**src/rtl/light_pkg.sv**
```systemverilog
// Shared level encodings, PWM duty constants and the level-to-duty mapping
// for the room light sequencer.
package light_pkg;

    typedef enum logic [1:0] {
        LVL_OFF  = 2'd0,
        LVL_LOW  = 2'd1,
        LVL_MID  = 2'd2,
        LVL_HIGH = 2'd3
    } level_e;

    localparam int unsigned DUTY_W = 4;

    // Duty is compared against a 3-bit counter, so 8 means always on.
    localparam logic [DUTY_W-1:0] DUTY_OFF  = 4'd0;
    localparam logic [DUTY_W-1:0] DUTY_LOW  = 4'd2;
    localparam logic [DUTY_W-1:0] DUTY_MID  = 4'd5;
    localparam logic [DUTY_W-1:0] DUTY_HIGH = 4'd8;

    function automatic logic [DUTY_W-1:0] level_to_duty(input level_e lvl);
        logic [DUTY_W-1:0] duty;
        case (lvl)
            LVL_LOW:  duty = DUTY_LOW;
            LVL_MID:  duty = DUTY_MID;
            LVL_HIGH: duty = DUTY_HIGH;
            default:  duty = DUTY_OFF;
        endcase
        return duty;
    endfunction

endpackage

```
**src/rtl/light_press_classifier.sv**
```systemverilog
// Turns a debounced button level into one-cycle short / long press events,
// timed in 1 ms ticks.
module light_press_classifier #(
    parameter int unsigned LONG_MS = 1000
) (
    input  logic i_clk,
    input  logic i_reset,
    input  logic i_button,
    input  logic tick,
    output logic o_short,
    output logic o_long
);

    localparam int unsigned HOLD_W = $clog2(LONG_MS + 1);
    localparam logic [HOLD_W-1:0] LONG_CNT = HOLD_W'(LONG_MS);

    logic              btn_q;
    logic              armed_q, armed_d;
    logic [HOLD_W-1:0] hold_q, hold_d;
    logic              rise, fall;

    assign rise = i_button & ~btn_q;
    assign fall = ~i_button & btn_q;

    always_comb begin
        hold_d  = hold_q;
        armed_d = armed_q;
        o_short = 1'b0;
        o_long  = 1'b0;
        if (rise) begin
            hold_d  = '0;
            armed_d = 1'b1;
        end else if (i_button && tick && hold_q != LONG_CNT) begin
            hold_d = hold_q + 1'b1;
            // Disarming here keeps the eventual release from also producing a short event.
            if (armed_q && hold_d == LONG_CNT) begin
                o_long  = 1'b1;
                armed_d = 1'b0;
            end
        end
        if (fall) begin
            o_short = armed_q;
            armed_d = 1'b0;
        end
    end

    // History resets to pressed so a button held through reset is ignored until released.
    always_ff @(posedge i_clk or negedge i_reset) begin
        if (!i_reset) begin
            btn_q   <= 1'b1;
            armed_q <= 1'b0;
            hold_q  <= '0;
        end else begin
            btn_q   <= i_button;
            armed_q <= armed_d;
            hold_q  <= hold_d;
        end
    end

endmodule

```
**src/rtl/light_sequencer.sv**
```systemverilog
// Room light controller: steps brightness from short/long presses, auto-offs
// after an idle timeout with a pre-off warning, and drives a PWM lamp output.
module light_sequencer
    import light_pkg::*;
#(
    parameter int unsigned TICK_DIV   = 100000,
    parameter int unsigned LONG_MS    = 1000,
    parameter int unsigned TIMEOUT_MS = 60000,
    parameter int unsigned WARN_MS    = 5000
) (
    input  logic       i_clk,
    input  logic       i_reset,
    input  logic       i_button,
    input  logic       i_motion,
    output logic [1:0] o_light,
    output logic       o_pwm,
    output logic       o_warn
);

    localparam int unsigned TICK_W = (TICK_DIV > 1) ? $clog2(TICK_DIV) : 1;
    localparam int unsigned IDLE_W = $clog2(TIMEOUT_MS + 1);
    localparam logic [TICK_W-1:0] TICK_LAST = TICK_W'(TICK_DIV - 1);
    localparam logic [IDLE_W-1:0] IDLE_LAST = IDLE_W'(TIMEOUT_MS - 1);
    localparam logic [IDLE_W-1:0] WARN_AT   = IDLE_W'(TIMEOUT_MS - WARN_MS);

    logic [TICK_W-1:0] tick_cnt_q;
    logic              tick;
    logic              short_ev, long_ev;
    level_e            state_q, state_d;
    logic [IDLE_W-1:0] idle_q, idle_d;
    logic              idle_clr, timeout;
    logic              warn_q, warn_d;
    logic [2:0]        pwm_cnt_q;
    logic              pwm_q;

    assign tick = (tick_cnt_q == TICK_LAST);

    always_ff @(posedge i_clk or negedge i_reset) begin
        if (!i_reset) begin
            tick_cnt_q <= '0;
        end else if (tick) begin
            tick_cnt_q <= '0;
        end else begin
            tick_cnt_q <= tick_cnt_q + 1'b1;
        end
    end

    light_press_classifier #(
        .LONG_MS (LONG_MS)
    ) u_press (
        .i_clk    (i_clk),
        .i_reset  (i_reset),
        .i_button (i_button),
        .tick     (tick),
        .o_short  (short_ev),
        .o_long   (long_ev)
    );

    assign timeout = (state_q != LVL_OFF) && tick && (idle_q == IDLE_LAST);

    // Priority: press events, then motion, then timeout.
    always_comb begin
        state_d  = state_q;
        idle_clr = 1'b0;
        if (short_ev) begin
            idle_clr = 1'b1;
            unique case (state_q)
                LVL_OFF:  state_d = LVL_LOW;
                LVL_LOW:  state_d = LVL_MID;
                LVL_MID:  state_d = LVL_HIGH;
                LVL_HIGH: state_d = LVL_OFF;
                default:  state_d = LVL_OFF;
            endcase
        end else if (long_ev) begin
            idle_clr = 1'b1;
            state_d  = (state_q == LVL_OFF) ? LVL_HIGH : LVL_OFF;
        end else if (i_motion && state_q != LVL_OFF) begin
            idle_clr = 1'b1;
        end else if (timeout) begin
            state_d = LVL_OFF;
        end
    end

    always_comb begin
        idle_d = idle_q;
        if (state_d == LVL_OFF || idle_clr) begin
            idle_d = '0;
        end else if (tick) begin
            idle_d = idle_q + 1'b1;
        end
        warn_d = (state_d != LVL_OFF) && (idle_d >= WARN_AT);
    end

    always_ff @(posedge i_clk or negedge i_reset) begin
        if (!i_reset) begin
            state_q <= LVL_OFF;
        end else begin
            state_q <= state_d;
        end
    end

    always_ff @(posedge i_clk or negedge i_reset) begin
        if (!i_reset) begin
            idle_q    <= '0;
            warn_q    <= 1'b0;
            pwm_cnt_q <= '0;
            pwm_q     <= 1'b0;
        end else begin
            idle_q    <= idle_d;
            warn_q    <= warn_d;
            pwm_cnt_q <= pwm_cnt_q + 1'b1;
            pwm_q     <= ({1'b0, pwm_cnt_q} < level_to_duty(state_q));
        end
    end

    assign o_light = state_q;
    assign o_warn  = warn_q;
    assign o_pwm   = pwm_q;

endmodule

```
**config.mk**
```make
export PLATFORM = sky130hd
export DESIGN_NAME = light_sequencer
export DESIGN_NICKNAME = d
export VERILOG_FILES = /design/src/rtl/light_pkg.sv /design/src/rtl/light_press_classifier.sv /design/src/rtl/light_sequencer.sv
export SDC_FILE = /design/constraint.sdc
export NUM_CORES = 1
export LEC_CHECK = 0
export BUFFER_PORTS_ARGS = -buffer_cell sky130_fd_sc_hd__buf_2
export CAP_MARGIN = 10
export CORE_MARGIN = 2
export CORE_UTILIZATION = 35
export DETAILED_ROUTE_END_ITERATION = 10
export GPL_ROUTABILITY_DRIVEN = 0
export PLACE_DENSITY = 0.57
export REMOVE_ABC_BUFFERS = 1
export SYNTH_ARGS = -nofsm -noshare
export SYNTH_HDL_FRONTEND = slang
export SYNTH_SLANG_ARGS = --single-unit
export TNS_END_PERCENT = 5
```
**constraint.sdc**
```tcl
create_clock -name i_clk -period 4.9 [get_ports i_clk]
set_clock_uncertainty 0.2 [all_clocks]
set_input_delay 0.98 -clock i_clk [delete_from_list [all_inputs] [get_ports i_clk]]
set_output_delay 0.98 -clock i_clk [all_outputs]
set_load 0.005 [all_outputs]
```
==> impl_metrics.json, run 1 <==
{
  "outcome": "finished clean",
  "first_iter_violations": 91,
  "worst_pin_slew_ps": 701,
  "clock-sinks": 52,
  "final_nets": 353,
  "cts_buffers": 5,
  "drt-pass1-iter-count": 4,
  "seq_area_frac_synth": 0.421,
  "antenna_cells": 0,
  "synth_xor_area_frac": 0.0822,
  "start_util": 0.358,
  "required_ps": 4860,
  "cp_max_fo": 15,
  "reg2reg_depth": 7,
  "critPathLaunchType": "flop",
  "async_reset_ff_frac": 1.00,
  "final_common_cell": "dfrtp_1",
  "synthTopCellsByArea": "dfrtp_1, ha_1, xor2_1",
  "synth_cell_types": 57,
  "drt_wl_total_um": 6240,
  "path_class": "flop to flop",
  "p_leak_nw": 1.33,
  "final_antenna_net_count": 0,
  "vias": 2466,
  "hold_class": "flop to flop",
  "synth_top_family_by_area": "simple AND/OR/NAND/NOR gates",
  "timing.fmax_ghz": 0.342,
  "grt_pass1_vias": 2305,
  "syn_inst": 337,
  "hpwl_um": 4320,
  "synthMuxAreaShare": 0.00324,
  "post-route-drc-count": 0,
  "dieArea_um2": 9600,
  "antenna_found_initial": 0,
  "cts.repair.resized": 0,
  "wl_per_cell_um": 14.0,
  "pwr-share-comb": 0.139,
  "ys.flop_type": "dfrtp_1",
  "syn_area_um2": 3090,
  "synth-simple-area-share": 0.277,
  "synth-edff-count": 0,
  "crit_path_end_kind": "flop",
  "viasPerCell": 5.53,
  "clock_path_buffers": 2,
  "sw_frac_of_total": 0.279,
  "synth_area_per_cell_um2": 9.17,
  "die_x_um": 98.0,
  "min-delay-start": "pwm_cnt_q[0]",
  "irDropWorstVdd_uv": 107,
  "grt-ovfl-total": 0,
  "cts_setup_buffers": 0,
  "cts_hold_repair.buffers": 0,
  "crit_start": "u_press.hold_q[0]",
  "grt_pass1_wl_um": 11000,
  "path_clk_slew_ps": 100,
  "clkLatencyLatePin_ps": 300,
  "intPower_uw": 601,
  "p_total_uw": 834,
  "grt_usage": 0.135,
  "ys.warnings.count": 0,
  "finalSetupViolations": 0,
  "drive_gt1_frac": 0.0858,
  "grt_max_degree": 53,
  "r2r_end": "idle_q[3]",
  "hold_viol": 0,
  "cts_tree": "built",
  "rsz0062_at_grt": "no",
  "cts_htree_levels": 2,
  "fp.dieH_um": 98.0,
  "placementRows": 34,
  "fillers": 885,
  "core-area_um2": 8640,
  "power.density_nw_per_um2": 253,
  "synth_fa_ha_area_frac": 0.0486,
  "post-route-util": 0.381,
  "hold_slack_ps": 260,
  "cp.arrival_ps": 2890,
  "synth.top_cell.area_share": 0.413,
  "pin_count": 8,
  "reg2reg_setup_slack_ps": 1980,
  "reg2reg_from": "u_press.hold_q[0]",
  "maxCapViolCount": 0,
  "synth_compound_area_frac": 0.125,
  "layout_min_cycle_time_ps": 2920,
  "maxSlewViolCount": 0,
  "p_seq_frac": 0.545,
  "slew_headroom": 0.533,
  "final_cell_mix": "dfrtp_1, nor2_1, nand2_1",
  "final.period_utilization": 0.596,
  "fin_tns_setup_ps": 0,
  "switchingPower_uw": 232,
  "critPathCapture": "idle_q[3]",
  "clock_tree.root_cell": "clkbuf_8",
  "io_buffers": 7,
  "syn2layout_area_growth_pct": 6.48,
  "clkPwrFrac": 0.317,
  "synth_top_area_cell": "dfrtp_1",
  "ys_ff_latch": 52
}
## area by class of cell
type,instances,area (µm²),area share
repair buffers,8,42.5,0.0129
flip-flops and latches,52,1300,0.396
well taps,108,135,0.0411
clock buffers,6,82.6,0.0251
clock inverters,2,13.8,0.00418
multi-input cells,255,1660,0.504
inverters,15,56.3,0.0171
## power groups by stage
stage / logic, mW / clock network [mW] / registers (mW)
floorplan: 0.0713 / 0 / 0.462
global placement: 0.116 / 0 / 0.462
detailed placement: 0.116 / 0 / 0.462
CTS: 0.119 / 0.272 / 0.454
global route: 0.135 / 0.290 / 0.457
finish: 0.116 / 0.264 / 0.454
## registers in the layout (all words and copies together) (netlist names)
signal,flops
u_press.hold_q,10
idle_q,16
o_light,2
u_press.armed_q,1
pwm_cnt_q,3
o_pwm,1
o_warn,1
tick_cnt_q,17
u_press.btn_q,1
## cells in the mapped netlist, types with 6 or more instances
cell / count
clkbuf_1: 6
xor2_1: 15
dfrtp_1: 51
inv_1: 15
nand3_1: 25
nor3_1: 10
nor2_1: 30
ha_1: 12
a21oi_1: 11
buf_2: 7
nand2_1: 30
nand4_1: 14
o21ai_0: 18
xnor2_1: 14
## logic make-up (layout without fill, tap and decap cells)
family          count (synthesis)  after routing
mux                             1              1
buf+inv                        30             31
xor+xnor                       29             29
fa+ha+maj                      12             12
simple gates                  153            153
flops                          52             52
compound gates                 60             60
## routing by layer
layer | share of wire | routed length, µm | up-vias | global-route usage
met2 | 0.46 | 2860 | 66 | 0.218
met1 | 0.50 | 3130 | 1175 | 0.190
met4 | 0.0072 | 45 | 0 | 0.0342
met3 | 0.032 | 201 | 4 | 0.0215
li1 | - | - | 1221 | -
met5 | 0 | 0 | - | 0
## worst min-delay path by stage
stage,endpoint,slack (ps),cells past startpoint
6_report,pwm_cnt_q[0],260,1
5_1_grt,pwm_cnt_q[0],290,1
4_1_cts,pwm_cnt_q[0],270,1
3_5_place_dp,pwm_cnt_q[0],250,1
3_3_place_gp,pwm_cnt_q[0],250,1
2_1_floorplan,pwm_cnt_q[0],220,1
## worst max-delay path, cell delays in order (launching register included)
cell and delay, ps:
dfrtp_1 470, ha_1 350, nand4_1 170, or4bb_1 520
nand3_1 90, nand4_1 230, o21ai_2 610, nor2_1 120
## through the flow
stage / worst slack (ps) / std cells / cell area, µm²
4_1_cts: 1960 / 446 / 3290
2_1_floorplan: 2370 / 322 / 3020
3_5_place_dp: 1990 / 438 / 3190
6_report: 1980 / 446 / 3290
5_1_grt: 1680 / 446 / 3290
3_3_place_gp: 2020 / 438 / 3190
(Power assumes the default switching activity.)
==> run 2: changes to the inputs <==
- clock period: 4.9 -> 2.7 ns (I/O delays scaled with it)
==> run 2 against run 1 <==
Hold slack worse by 120 ps. Critical path type unchanged. Global-route usage is 0.30 points higher. Wire length grew 0.48%. Core utilization is 1.0 points higher.
==> impl_metrics.json, run 2 (synthesis results as in run 1) <==
{
  "route.met2.wl_um": 2910,
  "grt_pass1_wl_um": 11300,
  "final_nets": 363,
  "hold_viol": 0,
  "cts_tree": "built",
  "critical_path_buf_inv_count": 0,
  "drt_wl_total_um": 6270,
  "required_ps": 2700,
  "clkPwrFrac": 0.301,
  "pwr-share-comb": 0.155,
  "grt_max_degree": 53,
  "placementRows": 34,
  "final_common_cell": "dfrtp_1",
  "reg2reg_depth": 7,
  "antenna_cells": 0,
  "rsz0062_at_grt": "no",
  "post-route-cell-area_um2": 3380,
  "post_layout_nonfiller_instances": 456,
  "final_cell_mix": "dfrtp_1, nor2_1, nand2_1",
  "hpwl_um": 4470,
  "final_antenna_net_count": 0,
  "start_util": 0.358,
  "place_area_um2": 3270,
  "reg2reg_from": "idle_q[0]",
  "cp_slowest_stage_delay_ps": 470,
  "irDropWorstVdd_uv": 179,
  "fin_tns_setup_ps": 0,
  "crit_path_end_kind": "flop",
  "worst_pin_slew_ps": 671,
  "largestRegisters": "tick_cnt_q x17, idle_q x16, u_press.hold_q x10",
  "maxCapViolCount": 0,
  "largest_register": "tick_cnt_q",
  "cpLargestDelayFamily": "simple AND/OR/NAND/NOR gates",
  "outcome": "finished clean",
  "p_seq_frac": 0.544,
  "intPower_mw": 1.11,
  "clock_path_buffers": 2,
  "grt_pass1_vias": 2406,
  "largest_reg_flops": 17,
  "timing.fmax_ghz": 0.394,
  "post-route-drc-count": 0,
  "cp_max_fo": 7,
  "wirelength_met1_um": 3160,
  "r2r_end": "o_warn",
  "switchingPower_uw": 401,
  "fp.dieH_um": 98.0,
  "path_common_cell": "nand3_1",
  "antenna_found_initial": 0,
  "crit_chain": "ha_1 -> nand3_1 -> nor4_1 -> and2_1 -> nand3_1 -> o31a_1 -> a311oi_2",
  "final.period_utilization": 0.941,
  "power.density_nw_per_um2": 448,
  "io_buffers": 7,
  "vias": 2437,
  "drive_gt1_frac": 0.112,
  "dp_slack_ps": 101,
  "path_clk_slew_ps": 90,
  "slew_headroom": 0.553,
  "wl_per_cell_um": 13.8,
  "die_x_um": 98.0,
  "post-route-util": 0.391,
  "top_layer": "met4",
  "p_leak_nw": 1.38,
  "core-area_um2": 8640,
  "wl_met3_um": 170,
  "finalSetupViolations": 0,
  "clock-sinks": 52,
  "grt_usage": 0.138,
  "slowest_stage": "dfrtp_1",
  "dieArea_um2": 9600,
  "drt-pass1-iter-count": 4,
  "clkLatencyLatePin_ps": 300,
  "syn2layout_area_growth_pct": 9.35,
  "viasPerCell": 5.34,
  "cts_buffers": 5,
  "cts_htree_levels": 2,
  "hold_class": "input pin to async pin",
  "critPathLaunchType": "flop",
  "worst_slack_ps": 159,
  "path_class": "flop to flop",
  "cp.arrival_ps": 2550,
  "maxSlewViolCount": 0,
  "first_iter_violations": 146,
  "clock_tree.root_cell": "clkbuf_8",
  "pin_count": 8,
  "reg2reg_setup_slack_ps": 160,
  "dp_cells": 447,
  "grt-ovfl-total": 0,
  "sw_frac_of_total": 0.265,
  "layout_min_cycle_time_ps": 2540
}
run 2: power groups by stage:
stage	clock network [mW]	logic [mW]	registers [mW]
2_1_floorplan	0	0.129	0.838
5_1_grt	0.502	0.275	0.829
3_5_place_dp	0	0.237	0.840
4_1_cts	0.477	0.240	0.825
3_3_place_gp	0	0.238	0.839
6_report	0.455	0.235	0.824
run 2: worst register-to-register path: stages (launching register included):
cell and delay (ps):
dfrtp_1 470, ha_1 280, nand3_1 230, nor4_1 450
and2_1 240, nand3_1 130, o31a_1 270, a311oi_2 190
run 2: per-layer routing:
| metal | global-route usage | vias to the layer above |
|---|---|---|
| li1 | - | 1233 |
| met1 | 0.193 | 1167 |
| met2 | 0.223 | 33 |
| met3 | 0.0265 | 4 |
| met4 | 0.0321 | 0 |
| met5 | 0 | - |
run 2: worst max path at each step:
| stage | end | from | slack [ps] | cells past startpoint |
|---|---|---|---|---|
| after floorplan | o_warn | tick_cnt_q[0] | 170 | 7 |
| after global placement | o_warn | tick_cnt_q[0] | 200 | 8 |
| after detailed placement | o_warn | tick_cnt_q[0] | 100 | 8 |
| after CTS | o_warn | tick_cnt_q[0] | 60 | 8 |
| after global routing | o_warn | tick_cnt_q[0] | 3 | 7 |
| final | o_warn | idle_q[0] | 160 | 7 |
run 2: area by class of cell:
class / count / area, µm²
Fill cell: 886 / 5260
Multi-Input combinational cell: 255 / 1670
Sequential cell: 52 / 1300
Tap cell: 108 / 135
Timing Repair Buffer: 18 / 130
Clock buffer: 8 / 90.1
Inverter: 15 / 56.3
run 2: timing repair:
item,4_1_cts,5_1_grt
hold endpoints to repair,0,0
buffers inserted,0,1
gates resized for setup,0,2
hold buffers,0,0
setup endpoints to repair,0,18
run 2: per-stage QoR:
stage,hold slack [ps],total power [mW]
2_1_floorplan,44.4,0.968
3_3_place_gp,247,1.08
3_5_place_dp,261,1.08
4_1_cts,182,1.54
5_1_grt,220,1.61
6_report,138,1.51
==> run 3: changes to the inputs <==
- PLACE_DENSITY: 0.57 -> 0.54
- clock period: 2.7 -> 2.9 ns (I/O delays scaled with it)
==> run 3 against run 2 <==
Flip-flop and latch count unchanged. Die area unchanged. Final cell count down 0.66%. Setup slack better by 110 ps. Sequential power down 6.9%. Core utilization down 0.41 points. Clock power down 6.2%. Critical endpoint is now o_light[1]. Largest power group unchanged.
==> impl_metrics.json, run 3 (synthesis results as in run 1) <==
{
  "maxCapViolCount": 0,
  "dieArea_um2": 9600,
  "final.period_utilization": 0.906,
  "grt_usage": 0.141,
  "wl_per_cell_um": 14.2,
  "clkLatencyLatePin_ps": 300,
  "final_common_cell": "dfrtp_1",
  "crit_path_end_kind": "flop",
  "drive_gt1_frac": 0.0986,
  "dp_cells": 445,
  "cp.arrival_ps": 2650,
  "antenna_found_initial": 0,
  "viasPerCell": 5.41,
  "antenna_cells": 0,
  "grt-ovfl-total": 0,
  "final_cell_mix": "dfrtp_1, nor2_1, nand2_1",
  "worst_slack_ps": 272,
  "clock_tree.root_cell": "clkbuf_8",
  "irDropWorstVdd_uv": 229,
  "drt_wl_total_um": 6440,
  "finalSetupViolations": 0,
  "cts_tree": "built",
  "cts_htree_levels": 2,
  "crit_chain": "ha_1 -> nand4_1 -> or3_1 -> a21oi_1 -> nand4_1 -> buf_4 -> or3_1 -> a31oi_1",
  "slew_headroom": 0.552,
  "grt_pass1_vias": 2367,
  "fin_tns_setup_ps": 0,
  "placementRows": 34,
  "required_ps": 2920,
  "grt_max_degree": 53,
  "die_x_um": 98.0,
  "timing.fmax_ghz": 0.380,
  "hold_slack_ps": 200,
  "fp.dieH_um": 98.0,
  "cpLargestDelayFamily": "simple AND/OR/NAND/NOR gates",
  "r2r_end": "o_light[1]",
  "io_buffers": 7,
  "syn2layout_area_growth_pct": 8.22,
  "pin_count": 8,
  "critical_path_buf_inv_count": 1,
  "worst_pin_slew_ps": 672,
  "vias": 2450,
  "core-area_um2": 8640,
  "largestRegisters": "tick_cnt_q x17, idle_q x16, u_press.hold_q x10",
  "reg2reg_setup_slack_ps": 270,
  "cp_max_fo": 8,
  "cp_slowest_stage_delay_ps": 480,
  "post-route-drc-count": 0,
  "post_layout_nonfiller_instances": 453,
  "p_total_mw": 1.39,
  "hold_class": "input pin to async pin",
  "path_class": "flop to flop",
  "hpwl_um": 4450,
  "final_antenna_net_count": 0,
  "crit_start": "u_press.hold_q[0]",
  "cts_hold_repair.buffers": 0,
  "cts.repair.resized": 0,
  "cts_setup_buffers": 0,
  "largest_register": "tick_cnt_q",
  "post-route-cell-area_um2": 3340,
  "place_area_um2": 3250,
  "drt-pass1-iter-count": 5,
  "maxSlewViolCount": 0,
  "start_util": 0.358,
  "hold_viol": 0,
  "dp_slack_ps": 255,
  "largest_reg_flops": 17,
  "rsz0062_at_grt": "no",
  "outcome": "finished clean",
  "clock_path_buffers": 2,
  "critPathLaunchType": "flop",
  "path_clk_slew_ps": 90,
  "final_nets": 360,
  "post-route-util": 0.387,
  "clock-sinks": 52,
  "grt_pass1_wl_um": 11300,
  "layout_min_cycle_time_ps": 2630,
  "first_iter_violations": 119,
  "p_leak_nw": 1.36,
  "reg2reg_from": "u_press.hold_q[0]",
  "slowest_stage": "dfrtp_1",
  "cts_buffers": 5,
  "reg2reg_depth": 8,
  "power.density_nw_per_um2": 417
}
[run 3: changes by cell type in the layout (fill, tap and decap cells not counted), sizes merged]
cell	delta
buf	-3
[run 3: worst max-delay path by stage]
| stage | end | slack (ps) | depth (start not counted) |
|---|---|---|---|
| after floorplan | o_warn | 370 | 7 |
| after global placement | idle_q[11] | 270 | 7 |
| final | o_light[1] | 270 | 8 |
| after detailed placement | idle_q[3] | 260 | 7 |
| after global routing | idle_q[10] | 50 | 7 |
| after CTS | idle_q[3] | 230 | 7 |
[run 3: area by class of cell]
cell class | count | area (µm²)
timing repair buffer | 15 | 95.1
multi-input combinational | 255 | 1670
clock buffer | 8 | 90.1
fill | 878 | 5290
sequential | 52 | 1300
tap | 108 | 135
inverter | 15 | 56.3
[run 3: metal layers]
layer	wire length [µm]	vias up	GRT usage
li1	-	1224	-
met4	50	0	0.0310
met5	0	-	0
met2	2980	35	0.228
met1	3230	1185	0.194
met3	184	6	0.0315
[run 3: power by group]
part	total (mW)	switching, mW	internal (mW)	leakage [nW]
Combinational	0.200	0.125	0.0747	0.625
Clock	0.427	0.231	0.195	0.0455
Sequential	0.767	0.0200	0.747	0.693
